## config.mk

```make
export PLATFORM = sky130hd
export DESIGN_NAME = rv32i_alu
export DESIGN_NICKNAME = d
export VERILOG_FILES = /design/src/rtl/rv32i_alu_pkg.sv /design/src/rtl/rv32i_alu_shifter.sv /design/src/rtl/rv32i_alu.sv
export SDC_FILE = /design/constraint.sdc
export NUM_CORES = 1
export LEC_CHECK = 0
export BUFFER_PORTS_ARGS = -buffer_cell sky130_fd_sc_hd__buf_4
export CORE_MARGIN = 5
export CORE_UTILIZATION = 50
export CTS_CLUSTER_SIZE = 10
export DETAILED_ROUTE_END_ITERATION = 12
export GPL_ROUTABILITY_DRIVEN = 0
export MAX_ROUTING_LAYER = met4
export PLACE_DENSITY = 0.71
export SETUP_SLACK_MARGIN = 0.02
export SYNTH_ARGS = -nofsm -noshare
export SYNTH_HDL_FRONTEND = slang
export SYNTH_SLANG_ARGS = --single-unit
```

## constraint.sdc

```tcl
create_clock -name clk -period 9.1 [get_ports clk]
set_input_delay 1.82 -clock clk [delete_from_list [all_inputs] [get_ports clk]]
set_output_delay 1.82 -clock clk [all_outputs]
set_load 0.01 [all_outputs]
```

## src/rtl/rv32i_alu_pkg.sv

```systemverilog
// Shared RV32I datapath types: machine word and ALU operation encoding.
package rv32i_types;

  localparam int XLEN = 32;

  typedef logic [XLEN-1:0] rv32i_word;

  // Encoding is fixed by the decoder and must not be reordered.
  typedef enum logic [2:0] {
    alu_add = 3'b000,
    alu_sll = 3'b001,
    alu_sra = 3'b010,
    alu_sub = 3'b011,
    alu_xor = 3'b100,
    alu_srl = 3'b101,
    alu_or  = 3'b110,
    alu_and = 3'b111
  } alu_ops;

endpackage

```

## src/rtl/rv32i_alu_shifter.sv

```systemverilog
// Barrel shifter for the execute stage: left logical, right logical or right arithmetic.
module rv32i_shifter #(
  parameter int WIDTH = 32,
  parameter int SHW   = $clog2(WIDTH)
) (
  input  logic [WIDTH-1:0] data,
  input  logic [SHW-1:0]   shamt,
  input  logic             left,
  input  logic             arith,
  output logic [WIDTH-1:0] result
);

  always_comb begin
    result = '0;
    if (left) begin
      result = data << shamt;
    end else if (arith) begin
      result = $signed(data) >>> shamt;
    end else begin
      result = data >> shamt;
    end
  end

endmodule

```

## src/rtl/rv32i_alu.sv

```systemverilog
// RV32I execute-stage ALU: combinational result f plus an enabled pipeline register f_q.
module rv32i_alu
  import rv32i_types::*;
#(
  parameter int WIDTH = 32
) (
  input  logic             clk,
  input  logic             rst_n,
  input  alu_ops           aluop,
  input  logic [WIDTH-1:0] a,
  input  logic [WIDTH-1:0] b,
  input  logic             en,
  output logic [WIDTH-1:0] f,
  output logic [WIDTH-1:0] f_q
);

  localparam int SHW = $clog2(WIDTH);

  logic [WIDTH-1:0] shift_result;
  logic             shift_left;
  logic             shift_arith;

  assign shift_left  = (aluop == alu_sll);
  assign shift_arith = (aluop == alu_sra);

  // Only the low shift-amount bits of b steer the shifter; upper bits are ignored.
  rv32i_shifter #(
    .WIDTH (WIDTH),
    .SHW   (SHW)
  ) u_shifter (
    .data   (a),
    .shamt  (b[SHW-1:0]),
    .left   (shift_left),
    .arith  (shift_arith),
    .result (shift_result)
  );

  always_comb begin
    f = '0;
    case (aluop)
      alu_add: f = a + b;
      alu_sll: f = shift_result;
      alu_sra: f = shift_result;
      alu_sub: f = a - b;
      alu_xor: f = a ^ b;
      alu_srl: f = shift_result;
      alu_or:  f = a | b;
      alu_and: f = a & b;
      // Reached only when aluop is X/Z in simulation; forces a clean zero.
      default: f = '0;
    endcase
  end

  always_ff @(posedge clk or negedge rst_n) begin
    if (!rst_n) begin
      f_q <= '0;
    end else if (en) begin
      f_q <= f;
    end
  end

endmodule

```

# Word level (Yosys, flattened, before mapping)
# Index checks and enable logic that the tools add are counted.
[classes]
bitwise_logic = 3
n_addsub = 2
n_reduce_logical = 2
muxes = 3
n_eq_ne = 7
shifts = 3
[ops]
columns = ["operator", "n"]
rows = [
  ["32-bit case mux with 6 select lines", 1],
  ["32-bit 2-to-1 mux", 2],
  ["32-bit adder", 1],
  ["32-bit bitwise AND", 1],
  ["32-bit bitwise OR", 1],
  ["32-bit by 5-bit << shifter with 32-bit output", 1],
  ["32-bit by 5-bit >> shifter with 32-bit output", 1],
  ["32-bit by 5-bit >>> shifter with 32-bit output", 1],
  ["32-bit subtractor", 1],
  ["32-bit bitwise XOR", 1],
  ["3-bit equality test (second input constant)", 4],
  ["3-bit by 2-bit equality test with 1-bit output (second input constant)", 2],
  ["3-bit by 1-bit equality test with 1-bit output (second input constant)", 1],
  ["3-bit zero test", 1],
  ["3-bit OR reduction", 1],
]
[totals]
register_bits = 32
in_bits = 70

# Depth between registers and ports, before layout
[depth]
ltp_word = 4
ltp_mapped = 20
depth_no_buf = 16

# Cells and area by module
# Synthesis repeated with hierarchy kept, for this count alone.
[unflattened]
hier_cells = 1329
hier_area_um2 = 10014.6
[modules_own_cells]
columns = ["mod", "area_per_inst_um2", "instances", "cells_each", "seq_area_each_um2"]
rows = [
  ["rv32i_alu", 6103.4, 1, 809, 800.8],
  ["rv32i_shifter", 3911.3, 1, 520, 0.0],
]

# Worst setup path after synthesis
# Ideal clock, no wire load.
[synth_timing]
kind = "input -> output"
from = "in b[8]"
to = "out f[23]"
n_path_buf = 1
arrival_time_ps = 5612
path_slack_ps = 1668
required_ps = 7280
stages = 14
path_cell_list = "or4_4 or3_4 or4_1 buf_2 o41ai_1 xnor2_1 ha_1 and3_1 and2_1 a2111oi_0 o2bb2ai_1 a211oi_1 xor2_1 o22ai_1"
[synth_between]
elab_chain_cells = 2
word_cells_on_any_way = 3
classes_between = "2 x add/sub; 1 x mux"
[synth_lines]
columns = ["element", "line_no", "text"]
rows = [
  ["start: declaration", "rv32i_alu.sv:11", "input logic [WIDTH-1:0] b,"],
  ["32-bit subtractor or 32-bit adder (tied branches)", "rv32i_alu.sv:44, rv32i_alu.sv:41", ""],
  ["32-bit case mux with 6 select lines *", "rv32i_alu.sv:40", "case (aluop)"],
  ["end: declaration", "rv32i_alu.sv:13", "output logic [WIDTH-1:0] f,"],
]
# Every way passes the cells marked *; elsewhere a longest branch is shown, timed or not.

# Final worst setup path
[layout_timing]
from = "in b[2]"
to = "out f[31]"
[layout_between]
elab_chain_cells = 4
word_cells_on_any_way = 8
classes_between = "2 x add/sub; 3 x shift; 3 x mux"
[layout_lines]
columns = ["element", "line_no"]
rows = [
  ["parallel branches: the longest is 3 deep, another holds 32-bit subtractor", "--"],
  ["32-bit case mux with 6 select lines *", "rv32i_alu.sv:40"],
]
# Every way passes the cells marked *.

==> flow_summary_export.csv <==
group,metric,value,unit
synthesis,synth_adder_area_share,13.1,%
finish,multi_input_area,7960,µm²
floorplan,die_height,147,µm
sta,grt_setup_unrepaired,"no",
power,power.ir.vdd_worst,0.0636,mV
global_routing,grt_pass1_wl,58.3,mm
synthesis,postSynth.asyncResetShare,100,%
synthesis,yosys_register_bits,32,
synthesis,synth_top_family_by_area,"compound AO/OA/AOI/OAI gates",
synthesis,synth_area_per_cell,7.71,µm²
finish,largest-register,"f_q",
worst_setup_path,critical_path.slowest_cell,"or4_1",
worst_setup_path,cp_cell_sequence,"buf_4 -> or2_2 -> nor2_1 -> nand2_1 -> or4_1 -> o41ai_1 -> xnor2_1 -> ha_1 -> and3_1 -> and2_1 -> a2111oi_0 -> o2bb2ai_1 -> o211ai_1 -> a21oi_1 -> mux2i_1 -> nand2_1 -> buf_4",
power,netSwitchingFraction,46.4,%
synthesis,yosysUniqueCellTypes,81,
finish,largest_reg_flops,32,
sta,report.final.slew_viol_count,0,
detailed_routing,met2RoutedLength,16.1,mm
worst_setup_path,required,7.28,ns
clock_network,cts_buffers,5,
clock_network,path_clk_slew,0.05,ns
sta,tns,0,ns
worst_setup_path,r2r_start,"f_q[29]$_DFFE_PN0P_",
sta,fin_worst_skew,0,ns
synthesis,syn-num-nets,1389,
finish,layout_common_cells,"buf_4, nand2_1, nor2_1",
global_routing,via_count_of_the_first_global_routing_pass,9685,
synthesis,ys_seq_area_share,8.51,%
finish,drive_gt1_share,21.5,%
outcome,status,"completed",
floorplan,initial_utilization,50.5,%
sta,min_period_over_period,92.4,%
detailed_routing,post_drt_wl_per_cell,25.1,µm
finish,diodes,0,
synthesis,post_synth_instance_area,9410,µm²
finish,layout_commonest_cell,"buf_4",
worst_setup_path,worst_setup_path_type,"input port to primary output",
detailed_routing,via_count,10754,
clock_network,cts_root_buf,"clkbuf_16",
global_routing,initial_antenna_violation_count,0,
worst_setup_path,cp-end-kind,"primary output",
sta,fmax,0.119,GHz
place,dp_worst_setup_slack,0.830,ns
power,share_comb_of_total_power,68.5,%
power,pwr_density_cell,109,nW/µm²
worst_hold_path,min_path_cells,1,
sta,maxSlewHeadroom,21.6,%
finish,design.final.nets,1454,
place,numPortBuffers,133,
detailed_routing,number_of_nets_with_antenna_violations_after_routing,0,
synthesis,synth_edf_count,0,
worst_setup_path,crit_family,"simple AND/OR/NAND/NOR gates",
sta,hold_viol,0,
sta,final.setup.worst_slack,0.687,ns
worst_setup_path,wp_depth,17,
power,seqPwrFrac,16.3,%
floorplan,io_pins,134,
detailed_routing,wl_met1,14.8,mm
worst_setup_path,crit_arrival,6.59,ns
global_routing,grt_util_all_layers,34.9,%
worst_hold_path,hold_class,"flip-flop to flip-flop",
sta,setup-violations-final,0,
synthesis,synthesized_instance_count,1221,
worst_setup_path,setup_slack_of_the_worst_register_to_register_path,8.24,ns
place,sum_of_net_half_perimeters_after_detailed_placement,29.0,mm
floorplan,die_span_in_x,147,µm
synthesis,predominant_post_synthesis_flop_cell,"dfrtp_1",
detailed_routing,drt_first_pass_iters,7,
clock_network,cts_hold_repair.buffers,0,
power,leakagePower,4.67,nW
synthesis,synth_xor_xnor_area_share,4.84,%
worst_hold_path,timing.hold.worst.start,"f_q[19]$_DFFE_PN0P_",
finish,sequential_cell_area,801,µm²
detailed_routing,dr.first_iter.drc_count,1795,
finish,syn_to_final_growth,12.7,%
sta,worst-slew-pin-transition,1.15,ns
floorplan,number_of_cell_rows,50,
worst_setup_path,timing.critical_path.from_type,"input port",
power,power.share.clock,15.2,%
synthesis,synth_compound_gate_area_share,27.5,%
clock_network,cts_resized,0,
floorplan,die-area,21700,µm²
clock_network,post_cts.repair.setup_buffers,0,
power,internal_power,0.618,mW
sta,post-route-min-period,8.41,ns
clock_network,clock_tree_from_tritoncts,"built",
detailed_routing,post-route-drc-count,0,
global_routing,overall_overflow_remaining_after_global_route,0,
synthesis,synth_simple_gate_area_share,17.2,%
clock_network,h-tree-depth,2,
detailed_routing,route.met3.wl,4.90,mm
worst_setup_path,crit_path_start,"b[2]",
global_routing,maximum_number_of_pins_on_one_net_before_global_route_repair,69,
worst_setup_path,rr_worst_depth,2,
floorplan,core_region_area,18600,µm²
clock_network,clockBufferDepth,2,
synthesis,synth.yosys.warnings,0,
finish,fillerInstances,1757,
detailed_routing,top_layer,"met4",
clock_network,numClockSinks,32,
power,power.net_switching,0.536,mW
clock_network,worstSkewPairLatency,0.28,ns
run,max_cap_violations,0,
finish,top_regs,"f_q (32)",
detailed_routing,postRouteWirelength,38.2,mm
synthesis,synthMuxAreaShare,21.8,%
worst_setup_path,path_max_fanout,58,
worst_setup_path,timing.critical_path.buf_inv,2,
worst_setup_path,crit_path_max_incr_delay,0.66,ns
detailed_routing,vias_per_cell,7.08,
[final cells by class]
cell class / instances / area share (%)
multi-input combinational: 1021 / 75.0
timing repair buffer: 150 / 10.6
sequential: 32 / 7.55
tap: 234 / 2.76
inverter: 76 / 2.69
clock buffer: 7 / 1.44
[path summary, 6_finish.rpt]
kind / end
max in group asynchronous: f_q[27]$_DFFE_PN0P_
setup / recovery: f[31]
min in group asynchronous: f_q[6]$_DFFE_PN0P_
hold / removal: f_q[19]$_DFFE_PN0P_
setup reg to reg: f_q[29]$_DFFE_PN0P_
hold reg to reg: f_q[19]$_DFFE_PN0P_
[synthesized netlist by cell type, types with 7 or more instances]
library cell / instances / area share, %
nand2_1: 124 / 4.9
o21ai_0: 95 / 5.1
inv_1: 73 / 2.9
a21oi_1: 79 / 4.2
a31oi_1: 21 / 1.4
mux2i_1: 32 / 3.4
nor2_1: 116 / 4.6
a22oi_1: 14 / 1.1
o21bai_1: 8 / 0.64
clkbuf_1: 61 / 2.4
a221oi_1: 9 / 0.84
nor3_1: 20 / 1.1
a22o_1: 7 / 0.65
a211oi_1: 16 / 1.3
a21o_1: 15 / 1.2
nand3_1: 24 / 1.3
buf_2: 13 / 0.69
xnor2_1: 47 / 4.4
ha_1: 97 / 13
o22ai_1: 28 / 1.9
and3_1: 24 / 1.6
mux4_2: 59 / 14
o211ai_1: 14 / 1.1
buf_1: 14 / 0.56
dfrtp_1: 32 / 8.5
o31ai_1: 13 / 1.0
mux2_2: 36 / 4.3
[metrics by stage]
stage | utilization [%] | cell area [µm²] | hold slack (ns) | std cells | total power [mW]
2_1_floorplan | - | 9410 | 0.551 | 1221 | 0.666
3_3_place_gp | 56.1 | 10500 | 0.491 | 1513 | 0.946
3_5_place_dp | 56.1 | 10500 | 0.497 | 1513 | 0.956
4_1_cts | 56.9 | 10600 | 0.509 | 1520 | 1.13
5_1_grt | 56.9 | 10600 | 0.529 | 1520 | 1.22
6_report | 56.9 | 10600 | 0.504 | 1520 | 1.15
[worst register-to-register path, cell delays in order, from the launching register on]
cell     delay [ns]
dfrtp_1        0.38
nor2b_1        0.14
a41o_1         0.23
[cell families (layout without fill, tap and decap cells)]
kind of cell | Yosys count | count (layout)
xor gates and xnor gates | 52 | 52
AOI/OAI and AO/OA | 392 | 392
adders and majority gates | 98 | 98
and+or+nand+nor | 352 | 352
buffers and inverters | 168 | 233
DFF | 32 | 32
muxes | 127 | 127
[metal layers]
metal	vias to the layer above	track usage, %
met4	0	15.8
met3	163	7.00
met2	805	49.6
met1	5069	47.8
met5	-	-
li1	4717	-
[power groups by stage]
stage          registers (mW)  clock network, mW  logic [mW]
2_1_floorplan           0.205                  0       0.462
3_3_place_gp            0.190                  0       0.757
3_5_place_dp            0.191                  0       0.765
4_1_cts                 0.189              0.177       0.768
5_1_grt                 0.193              0.183       0.841
6_report                0.188              0.176       0.790
Power figures use the tool's default switching activity.
